==> config.mk <==
export PLATFORM = sky130hd
export DESIGN_NAME = axil_cmd_master
export DESIGN_NICKNAME = d
export VERILOG_FILES = /design/src/rtl/axil_cmd_master.sv
export SDC_FILE = /design/constraint.sdc
export NUM_CORES = 1
export LEC_CHECK = 0
export CAP_MARGIN = 25
export CELL_PAD_IN_SITES_DETAIL_PLACEMENT = 0
export CELL_PAD_IN_SITES_GLOBAL_PLACEMENT = 1
export CORE_MARGIN = 2
export CORE_UTILIZATION = 30
export CTS_BUF_LIST = sky130_fd_sc_hd__clkbuf_2 sky130_fd_sc_hd__clkbuf_4 sky130_fd_sc_hd__clkbuf_8
export DETAILED_ROUTE_END_ITERATION = 16
export HOLD_SLACK_MARGIN = 0.02
export MAX_ROUTING_LAYER = met4
export PLACE_DENSITY = 0.87
export SLEW_MARGIN = 20
export SYNTH_ARGS = -nofsm -noshare
export SYNTH_HDL_FRONTEND = slang
export SYNTH_SLANG_ARGS = --single-unit
==> constraint.sdc <==
create_clock -name clk -period 3.9 [get_ports clk]
set_input_delay 0.78 -clock clk [delete_from_list [all_inputs] [get_ports clk]]
set_output_delay 0.78 -clock clk [all_outputs]
set_load 0.05 [all_outputs]
==> src/rtl/axil_cmd_master.sv <==
// axil_cmd_master: single-outstanding AXI4-Lite master for register commands.
// Optional watchdog enabled by defining AXIL_MASTER_TIMEOUT_EN.
`ifndef CGRA_AXI_ADDR_WIDTH
`define CGRA_AXI_ADDR_WIDTH 13
`endif
`ifndef CGRA_AXI_DATA_WIDTH
`define CGRA_AXI_DATA_WIDTH 32
`endif

module axil_cmd_master #(
  parameter int ADDR_WIDTH     = `CGRA_AXI_ADDR_WIDTH,
  parameter int DATA_WIDTH     = `CGRA_AXI_DATA_WIDTH,
  parameter int TIMEOUT_CYCLES = 1024
) (
  input  logic                  clk,
  input  logic                  reset,
  input  logic                  cmd_valid,
  output logic                  cmd_ready,
  input  logic                  cmd_write,
  input  logic [ADDR_WIDTH-1:0] cmd_addr,
  input  logic [DATA_WIDTH-1:0] cmd_wdata,
  output logic                  rsp_valid,
  input  logic                  rsp_ready,
  output logic                  rsp_write,
  output logic [DATA_WIDTH-1:0] rsp_rdata,
  output logic [1:0]            rsp_resp,
  output logic [ADDR_WIDTH-1:0] awaddr,
  output logic                  awvalid,
  input  logic                  awready,
  output logic [DATA_WIDTH-1:0] wdata,
  output logic                  wvalid,
  input  logic                  wready,
  input  logic [1:0]            bresp,
  input  logic                  bvalid,
  output logic                  bready,
  output logic [ADDR_WIDTH-1:0] araddr,
  output logic                  arvalid,
  input  logic                  arready,
  input  logic [DATA_WIDTH-1:0] rdata,
  input  logic [1:0]            rresp,
  input  logic                  rvalid,
  output logic                  rready,
  output logic                  timeout_flag
);

  typedef enum logic [2:0] {
    IDLE,
    WR_REQ,
    WR_RESP,
    RD_ADDR,
    RD_DATA,
    RSP
  } state_e;

  state_e state_q, state_d;

  logic cmd_ready_q, cmd_ready_d;
  logic awvalid_q, awvalid_d;
  logic wvalid_q, wvalid_d;
  logic bready_q, bready_d;
  logic arvalid_q, arvalid_d;
  logic rready_q, rready_d;
  logic rsp_valid_q, rsp_valid_d;
  logic rsp_write_q, rsp_write_d;

  logic [ADDR_WIDTH-1:0] addr_q, addr_d;
  logic [DATA_WIDTH-1:0] wdata_q, wdata_d;
  logic [DATA_WIDTH-1:0] rsp_rdata_q, rsp_rdata_d;
  logic [1:0]            rsp_resp_q, rsp_resp_d;

  // Next-state and next-output decode; every handshake output is a flop.
  always_comb begin
    state_d     = state_q;
    cmd_ready_d = cmd_ready_q;
    awvalid_d   = awvalid_q;
    wvalid_d    = wvalid_q;
    bready_d    = bready_q;
    arvalid_d   = arvalid_q;
    rready_d    = rready_q;
    rsp_valid_d = rsp_valid_q;
    rsp_write_d = rsp_write_q;
    addr_d      = addr_q;
    wdata_d     = wdata_q;
    rsp_rdata_d = rsp_rdata_q;
    rsp_resp_d  = rsp_resp_q;
    unique case (state_q)
      IDLE: begin
        cmd_ready_d = 1'b1;
        if (cmd_valid && cmd_ready_q) begin
          cmd_ready_d = 1'b0;
          addr_d      = cmd_addr;
          wdata_d     = cmd_wdata;
          if (cmd_write) begin
            state_d   = WR_REQ;
            awvalid_d = 1'b1;
            wvalid_d  = 1'b1;
          end else begin
            state_d   = RD_ADDR;
            arvalid_d = 1'b1;
          end
        end
      end
      WR_REQ: begin
        awvalid_d = awvalid_q & ~awready;
        wvalid_d  = wvalid_q & ~wready;
        if (!awvalid_d && !wvalid_d) begin
          state_d  = WR_RESP;
          bready_d = 1'b1;
        end
      end
      WR_RESP: begin
        if (bvalid && bready_q) begin
          state_d     = RSP;
          bready_d    = 1'b0;
          rsp_valid_d = 1'b1;
          rsp_write_d = 1'b1;
          rsp_rdata_d = '0;
          rsp_resp_d  = bresp;
        end
      end
      RD_ADDR: begin
        if (arready && arvalid_q) begin
          state_d   = RD_DATA;
          arvalid_d = 1'b0;
          rready_d  = 1'b1;
        end
      end
      RD_DATA: begin
        if (rvalid && rready_q) begin
          state_d     = RSP;
          rready_d    = 1'b0;
          rsp_valid_d = 1'b1;
          rsp_write_d = 1'b0;
          rsp_rdata_d = rdata;
          rsp_resp_d  = rresp;
        end
      end
      RSP: begin
        if (rsp_ready) begin
          state_d     = IDLE;
          rsp_valid_d = 1'b0;
          cmd_ready_d = 1'b1;
        end
      end
      default: begin
        state_d = IDLE;
      end
    endcase
  end

  // FSM state and registered outputs; reset drops every valid/ready at once.
  always_ff @(posedge clk or posedge reset) begin
    if (reset) begin
      state_q     <= IDLE;
      cmd_ready_q <= 1'b0;
      awvalid_q   <= 1'b0;
      wvalid_q    <= 1'b0;
      bready_q    <= 1'b0;
      arvalid_q   <= 1'b0;
      rready_q    <= 1'b0;
      rsp_valid_q <= 1'b0;
      rsp_write_q <= 1'b0;
      addr_q      <= '0;
      wdata_q     <= '0;
      rsp_rdata_q <= '0;
      rsp_resp_q  <= '0;
    end else begin
      state_q     <= state_d;
      cmd_ready_q <= cmd_ready_d;
      awvalid_q   <= awvalid_d;
      wvalid_q    <= wvalid_d;
      bready_q    <= bready_d;
      arvalid_q   <= arvalid_d;
      rready_q    <= rready_d;
      rsp_valid_q <= rsp_valid_d;
      rsp_write_q <= rsp_write_d;
      addr_q      <= addr_d;
      wdata_q     <= wdata_d;
      rsp_rdata_q <= rsp_rdata_d;
      rsp_resp_q  <= rsp_resp_d;
    end
  end

  assign cmd_ready = cmd_ready_q;
  assign awvalid   = awvalid_q;
  assign wvalid    = wvalid_q;
  assign bready    = bready_q;
  assign arvalid   = arvalid_q;
  assign rready    = rready_q;
  assign rsp_valid = rsp_valid_q;
  assign rsp_write = rsp_write_q;
  assign rsp_rdata = rsp_rdata_q;
  assign rsp_resp  = rsp_resp_q;
  assign awaddr    = addr_q;
  assign araddr    = addr_q;
  assign wdata     = wdata_q;

`ifdef AXIL_MASTER_TIMEOUT_EN
  localparam int CntW = $clog2(TIMEOUT_CYCLES + 1);
  localparam logic [CntW-1:0] CntMax = CntW'(TIMEOUT_CYCLES);

  logic [CntW-1:0] cnt_q, cnt_d;
  logic            tmo_q, tmo_d;
  logic            busy, start;

  assign busy  = state_q inside {WR_REQ, WR_RESP, RD_ADDR, RD_DATA};
  assign start = (state_q == IDLE) && cmd_valid && cmd_ready_q;

  // Watchdog: saturating count per transaction, flag is sticky until reset.
  always_comb begin
    cnt_d = cnt_q;
    if (start) begin
      cnt_d = '0;
    end else if (busy && cnt_q != CntMax) begin
      cnt_d = cnt_q + 1'b1;
    end
    tmo_d = tmo_q | (busy && cnt_d == CntMax);
  end

  // Watchdog registers.
  always_ff @(posedge clk or posedge reset) begin
    if (reset) begin
      cnt_q <= '0;
      tmo_q <= 1'b0;
    end else begin
      cnt_q <= cnt_d;
      tmo_q <= tmo_d;
    end
  end

  assign timeout_flag = tmo_q;
`else
  // No watchdog in this build; the expression is constant 0.
  assign timeout_flag = (TIMEOUT_CYCLES < 0);
`endif

endmodule

==> flow_summary.toml, run 1 <==
[timing]
hold_viol_final = 0
skew_ns = 0.0116
max_freq_ghz = 0.410
slew_viol_final = 0
rsz0062_at_grt = "no"
hold_ws_ns = 0.493
period_share_pct = 62.6
setup_violations = 0
period_needed_ns = 2.44
slew_headroom_pct = 63.4
fin_tns_setup_ns = 0
worst_pin_slew_ns = 0.548
worst_slack_ns = 1.46

[setup_path]
crit_buf_inv = 1
crit_arrival_ns = 1.66
startpoint = "bready"
required_ns = 3.12
cp-start-kind = "flip-flop"
worstPathCellList = "clkdlybuf4s50_1"
rr_startpoint = "state_q[2]"
crit_family = "buffers and inverters"
critPathMaxStageDelay_ns = 0.84
endpoint_kind = "primary output"
critical_path_class = "reg -> out"
slowest_stage = "clkdlybuf4s50_1"
crit_path_max_fanout = 5

[global_routing]
grt_pass1_wl_mm = 13.9
grt_max_degree = 37
grt_antenna_before_repair = 0
grt_usage_pct = 14.1
grt_pass1_vias = 2721
grt_overflow = 0

[detailed_routing]
drt_iter0_drc = 137
drc = 0
vias = 2761
postRouteAntennaNets = 0
drt_wl_total_mm = 9.22
via_per_inst = 4.65
wl_per_cell_um = 15.5
drt_pass1_iterations = 4

[synth]
synth_nets = 357
syn_area_per_cell_sq_um = 13.9
yosys.area_share.adder_pct = 0
synth_area_sq_um = 3690
synth_simple_gate_area_share_pct = 6.10
synth-compound-area-share_pct = 11.0
yosysUniqueCellTypes = 33
synth_top_family_by_area = "multiplexers"
ys_warn_count = 0
ys_seq_elements = 90
synth_xor_xnor_area_share_pct = 0
yosysSeqAreaShare_pct = 61.0
netlist_instances = 266
synth_mux_area_share_pct = 14.6

[place]
dp_hpwl_mm = 6.90
place.gp.congestion = 0.735
dp.cells = 578
post-place-ws_ns = 1.45
placed_area_sq_um = 5590
portBuffers = 190

[cells_and_area]
postLayoutCellArea_sq_um = 5770
fin_nets = 533
antennaDiodeCount = 0
drive_gt1_share_pct = 10.3
areaGrowthSynthToFinish_pct = 56.2
multi_input_area_sq_um = 1180
final-seq-area_sq_um = 2250
utilization_pct = 48.0
stdcell_count = 594
nFillCells = 1104

[floorplan]
core_sq_um = 12000
dieArea_sq_um = 13200
num_rows = 40
die_x_um = 115
initial_core_util_pct = 30.7
die_h_um = 115
io_pins = 192

[hold_path]
hold_path_class = "reg -> reg"
hp-start = "wdata[20]"

[clocking]
htree_num_levels = 3
post_cts_buffers = 0
hold_buffers = 0
cts-resized-gates = 0
cts_sinks = 90
numCtsBuffers = 9
root_buffer = "clkbuf_8"
clockBufferDepth = 2
clock_latency_ns = 0.35
tritoncts = "yes"
clkTransAtPathRegs_ns = 0.10

[pwr]
power_density_nw_per_um2 = 281
p_leak_nw = 2.64
totalPowerFinal_mw = 1.62
irDropWorstVdd_uv = 134

[job]
cap_violations = 0

[outcome]
outcome = "completed"
worst register-to-register path, stage by stage, from the launching register on:
cell     delay, ns
dfrtp_1       0.65
nor3b_2       0.47
nor2b_2       0.21
buf_4         0.32
a22o_1        0.21
registers in the layout (all words and copies together) (netlist names):
| signal | flops |
|---|---|
| cmd_ready | 1 |
| wvalid | 1 |
| rsp_write | 1 |
| wdata | 32 |
| awvalid | 1 |
| arvalid | 1 |
| rready | 1 |
| bready | 1 |
| rsp_rdata | 32 |
| state_q | 3 |
| araddr | 13 |
| rsp_valid | 1 |
| rsp_resp | 2 |
per-layer routing:
metal	track usage [%]	vias up	share of wire, %
met3	4.16	5	9.5
met2	21.0	153	44
met4	4.34	0	0.72
met5	-	-	0
li1	-	1283	-
met1	18.7	1320	46
path summary, 6_finish.rpt:
kind | depth (start not counted) | end | slack [ns]
max in group asynchronous | 3 | araddr[9] | 2.39
worst max register to register | 4 | rsp_rdata[16] | 1.97
worst min register to register | 1 | wdata[20] | 0.49
worst min-delay path | 1 | wdata[20] | 0.49
worst max-delay path | 1 | bready | 1.46
min in group asynchronous | 2 | wdata[2] | 0.71
synth_stat cells, drive strengths merged:
cell type / count / area, sq um
and2b: 1 / 7.51
and3b: 1 / 8.76
a31oi: 1 / 6.26
a22oi: 1 / 12.5
a211oi: 1 / 7.51
nor3: 1 / 10.0
mux2i: 2 / 20.0
nand4b: 2 / 32.5
a2bb2oi: 1 / 8.76
nand3: 1 / 5.00
nand2: 20 / 75.1
o211ai: 1 / 7.51
a22o: 33 / 289
dfrtp: 90 / 2250
a21o: 1 / 7.51
mux2: 46 / 518
nor2: 4 / 15.0
conb: 1 / 3.75
nor3b: 3 / 32.5
buf: 31 / 246
o21ai: 8 / 40.0
nand4: 1 / 6.26
o41ai: 1 / 8.76
inv: 5 / 18.8
nand3b: 1 / 7.51
a21oi: 4 / 20.0
nor2b: 4 / 25.0
final cells by class:
cell class                      count  share of cell area (%)
Clock inverter                      7                   0.933
Sequential cell                    90                    39.1
Timing Repair Buffer              196                    33.9
Tap cell                          147                    3.19
Clock buffer                        9                    2.15
Multi-Input combinational cell    140                    20.4
Inverter                            5                   0.347
placed cells by master (no fill, tap or decap), types with 2 or more instances in the layout:
master and n:
buf_4 5, a21oi_1 4, nand2_1 20, nor2b_1 3, clkdlybuf4s50_1 190, clkinvlp_4 3, a22o_1 33, mux2i_1 2
inv_1 4, o21ai_0 4, dfrtp_1 90, clkbuf_8 9, mux2_1 30, nor3b_2 2, clkinv_4 2, clkinv_2 2
mux2_2 16, o21ai_1 4, nor2_1 4
report_power, final:
group / switching, mW / total, mW / internal, mW / leakage [nW]
clock: 0.339 / 0.574 / 0.235 / 0.0818
combinational: 0.0355 / 0.116 / 0.0803 / 1.31
sequential: 0 / 0.932 / 0.932 / 1.25
cells by family (layout without fill, tap and decap cells):
logic type	count (synthesis)	count (layout)
AOI/OAI and AO/OA	52	52
buffers and inverters	36	217
DFF	90	90
muxes	48	48
other	1	1
and+or+nand+nor	39	39
Note: power is estimated with default switching activity, not from simulation.
==> run 2, diff against run 1 <==
- CORE_UTILIZATION: 30 -> 28
- PLACE_DENSITY: 0.87 -> 0.85
- clock period: 3.9 -> 2.2 ns (I/O delays scaled with it)
==> run 2 against run 1 <==
Compared with the run above:
- combinational power rose by 78%
- sequential power rose by 77%
- clock skew fell by 0.0025 ns
- non-clock buffer count fell by 1
- sequential share of layout area fell by 0.49 points
- setup slack got worse by 1.4 ns
- hold slack got worse by 0.0044 ns
- final cell count rose by 4.0%
- power rose by 88%
- count of clock-buffer cells in the layout rose by 3
- register-to-register slack got worse by 1.6 ns
- final area rose by 1.3%
- largest power group unchanged
==> flow_summary.toml, run 2 (same netlist as run 1, synthesis figures left out) <==
[timing]
period_needed_ns = 2.10
max_freq_ghz = 0.476
setup_violations = 0
rsz0062_at_grt = "no"
slew_headroom_pct = 64.0
period_share_pct = 95.5
fin_tns_setup_ns = 0
worst_pin_slew_ns = 0.539
hold_viol_final = 0
skew_ns = 0.00912
slew_viol_final = 0
hold_ws_ns = 0.488

[floorplan]
num_rows = 41
die_h_um = 119
io_pins = 192
dieArea_sq_um = 14100
die_x_um = 119
initial_core_util_pct = 29.0
core_sq_um = 12700

[outcome]
outcome = "completed"

[clocking]
numCtsBuffers = 9
clock_latency_ns = 0.36
hold_buffers = 0
cts_sinks = 90
cts-resized-gates = 0
tritoncts = "yes"
htree_num_levels = 3
clockBufferDepth = 2
post_cts_buffers = 0
root_buffer = "clkbuf_8"
clkTransAtPathRegs_ns = 0.09

[pwr]
irDropWorstVdd_uv = 271
totalPowerFinal_mw = 3.04
power_density_nw_per_um2 = 521
p_leak_nw = 2.66

[global_routing]
grt_antenna_before_repair = 0
grt_pass1_wl_mm = 14.8
grt_overflow = 0
grt_pass1_vias = 2821
grt_max_degree = 91
grt_usage_pct = 13.7

[setup_path]
crit_buf_inv = 1
slowest_stage = "clkdlybuf4s50_1"
crit_path_max_fanout = 5
endpoint_kind = "primary output"
crit_arrival_ns = 1.66
cp-start-kind = "flip-flop"
critical_path_class = "reg -> out"
required_ns = 1.76
critPathMaxStageDelay_ns = 0.84
crit_family = "buffers and inverters"
worstPathCellList = "clkdlybuf4s50_1"

[cells_and_area]
drive_gt1_share_pct = 10.3
layout_common_cells = "clkdlybuf4s50_1, dfrtp_1, a22o_1, mux2_1, nand2_1"
fin_nets = 532
layout_commonest_cell = "clkdlybuf4s50_1"
areaGrowthSynthToFinish_pct = 58.1
antennaDiodeCount = 0

[detailed_routing]
via_per_inst = 4.45
drc = 0
drt_iter0_drc = 135
drt_wl_total_mm = 9.29
drt_pass1_iterations = 4
postRouteAntennaNets = 0
wl_per_cell_um = 15.0
vias = 2749

[place]
dp_hpwl_mm = 6.75
portBuffers = 190
place.gp.congestion = 0.763

[hold_path]
hold_path_class = "reg -> reg"

[job]
cap_violations = 0
==> run 2: report_power, final <==
part / switching (mW) / total [mW] / leakage [nW] / internal (mW)
combinational: 0.0626 / 0.207 / 1.31 / 0.144
sequential: 0 / 1.65 / 1.25 / 1.65
clock: 0.584 / 1.18 / 0.102 / 0.598
total: 0.646 / 3.04 / 2.66 / 2.39
==> run 2: final cells by class <==
| cell class | instances | area [sq um] |
|---|---|---|
| fillers | 1206 | 6880 |
| flip-flops and latches | 90 | 2250 |
| repair buffers | 195 | 1960 |
| multi-input cells | 140 | 1180 |
| well taps | 172 | 215 |
| clock buffers | 12 | 159 |
| clock inverters | 4 | 50.0 |
| inverters | 5 | 22.5 |
==> run 2: final timing paths <==
kind | start | to | slack (ns) | cells after the start
max | bready | bready | 0.10 | 1
min reg2reg | wdata[27] | wdata[27] | 0.49 | 1
max reg2reg | state_q[2] | rsp_rdata[20] | 0.33 | 4
min in group asynchronous | reset | wdata[12] | 0.57 | 3
min | wdata[27] | wdata[27] | 0.49 | 1
max in group asynchronous | reset | rsp_write | 1.28 | 3
==> run 2: worst reg2reg max path: stages, from the launching register on <==
cell and delay (ns):
dfrtp_1 0.64, nor3b_2 0.43, nor2b_2 0.21, buf_4 0.33, a22o_1 0.21
==> run 2: stage by stage <==
| stage | cells | cell area [sq um] | worst slack, ns | util, % |
|---|---|---|---|---|
| after global placement | 602 | 5630 | 0.264 | 44.3 |
| final | 618 | 5840 | 0.100 | 45.9 |
| after global routing | 618 | 5840 | 0.0373 | 45.9 |
| after CTS | 618 | 5840 | 0.0593 | 45.9 |
| after floorplan | 266 | 3700 | 0.483 | - |
| after detailed placement | 602 | 5630 | 0.227 | 44.3 |
==> run 2: metal layers <==
metal | GRT usage [%] | share of wire [%]
met5 | - | 0
met4 | 5.80 | 1.5
met3 | 4.93 | 9.9
met2 | 20.4 | 44
met1 | 16.8 | 44
==> run 3, diff against run 2 <==
- CTS_CLUSTER_DIAMETER: default -> 150
- PLACE_DENSITY: 0.85 -> 0.79
==> run 3 against run 2 <==
Compared with the run above:
- count of clock-buffer cells in the layout down 1
- routed wire length decreased by 0.30%
- critical path depth stayed put
- highest routed layer unchanged
- die area unchanged
- hold slack gained 0.00062 ns
- sequential power barely moved
- first-iteration DRC count increased by 30%
- critical path type unchanged
- non-clock buffer count rose by 1
- clock power increased by 25%
- critical endpoint unchanged
- final cell count grew 0.16%
==> flow_summary.toml, run 3 (same netlist as run 1, synthesis figures left out) <==
[timing]
fin_tns_setup_ns = 0
max_freq_ghz = 0.478
rsz0062_at_grt = "no"
setup_violations = 0
slew_headroom_pct = 63.0
worst_pin_slew_ns = 0.553
period_share_pct = 95.1
hold_ws_ns = 0.489
hold_viol_final = 0
period_needed_ns = 2.09
slew_viol_final = 0
skew_ns = 0.00766

[floorplan]
dieArea_sq_um = 14100
io_pins = 192
initial_core_util_pct = 29.0
die_x_um = 119
num_rows = 41
die_h_um = 119
core_sq_um = 12700

[pwr]
power_density_nw_per_um2 = 564
p_sw_share_pct = 18.8
power_frac_seq_pct = 49.6
netSwitchingPower_mw = 0.626
combPwrFrac_pct = 6.2
p_leak_nw = 2.69
p_int_mw = 2.71
p_clk_share_pct = 44.2
irDropWorstVdd_uv = 282

[cells_and_area]
fin_nets = 533
drive_gt1_share_pct = 10.3
layout_common_cells = "clkdlybuf4s50_1, dfrtp_1, a22o_1, mux2_1, nand2_1"
antennaDiodeCount = 0
areaGrowthSynthToFinish_pct = 60.1
layout_commonest_cell = "clkdlybuf4s50_1"

[clocking]
cts-resized-gates = 0
clkTransAtPathRegs_ns = 0.09
numCtsBuffers = 9
post_cts_buffers = 0
clock_latency_ns = 0.36
hold_buffers = 0
cts_sinks = 90
htree_num_levels = 3
root_buffer = "clkbuf_8"
tritoncts = "yes"
clockBufferDepth = 2

[setup_path]
r2r_setup_slack_ns = 0.39
r2r_end = "araddr[11]"
critical_path_class = "reg -> out"
worstPathCellList = "clkdlybuf4s50_1"
rr_startpoint = "state_q[1]"
crit_path_max_fanout = 5
crit_arrival_ns = 1.65
slowest_stage = "clkdlybuf4s50_1"
cp-start-kind = "flip-flop"
worst_r2r_path_depth = 4
required_ns = 1.76
cp.depth = 1
endpoint_kind = "primary output"
crit_family = "buffers and inverters"
crit_buf_inv = 1
critPathMaxStageDelay_ns = 0.84

[job]
cap_violations = 0

[place]
place.gp.congestion = 0.779
dp_hpwl_mm = 6.84
portBuffers = 190

[global_routing]
grt_pass1_vias = 2951
grt_max_degree = 91
grt_overflow = 0
grt_pass1_wl_mm = 14.9
grt_antenna_before_repair = 0
grt_usage_pct = 13.8

[detailed_routing]
wl_per_cell_um = 15.0
drt_iter0_drc = 176
postRouteAntennaNets = 0
drt_wl_total_mm = 9.26
drc = 0
vias = 2742
via_per_inst = 4.43
drt_pass1_iterations = 4

[hold_path]
worstHoldPathCells = 1
hold_path_class = "reg -> reg"
hp-start = "wdata[10]"
min_to = "wdata[10]"

[outcome]
outcome = "completed"
[run 3: final cells by class]
cell class / instances / area, sq um
Multi-Input combinational cell: 140 / 1180
Sequential cell: 90 / 2250
Fill cell: 1204 / 6810
Timing Repair Buffer: 196 / 1970
Clock buffer: 11 / 145
Inverter: 5 / 22.5
Tap cell: 172 / 215
Clock inverter: 5 / 125
[run 3: worst max path at each step]
stage,startpoint,end
2_1_floorplan,cmd_ready,araddr[0]
3_3_place_gp,cmd_valid,araddr[8]
3_5_place_dp,cmd_valid,araddr[11]
4_1_cts,bready,bready
5_1_grt,bready,bready
6_report,bready,bready
[run 3: per-layer routing]
metal  track usage (%)  vias to the layer above  share of wire [%]
met1              16.9                     1301                 44
li1                  -                     1281                  -
met5                 -                        -                  0
met3              4.36                       15                9.0
met2              20.8                      145                 45
met4              6.40                        0                2.3
[run 3: metrics by stage]
stage	instances	total power, mW	worst slack, ns	area (sq um)	util, %
finish	619	3.33	0.108	5910	46.5
detailed placement	603	1.90	0.224	5640	44.3
floorplan	266	1.72	0.483	3700	-
global placement	603	1.89	0.240	5640	44.3
CTS	619	3.39	0.0584	5910	46.5
global route	619	3.47	0.0393	5910	46.5
[run 3: power by group through the flow]
stage	clock, mW	sequential [mW]	combinational (mW)
after floorplan	0	1.69	0.0327
after global placement	0	1.69	0.208
after detailed placement	0	1.69	0.210
after CTS	1.53	1.65	0.211
after global routing	1.59	1.65	0.223
final	1.47	1.65	0.206
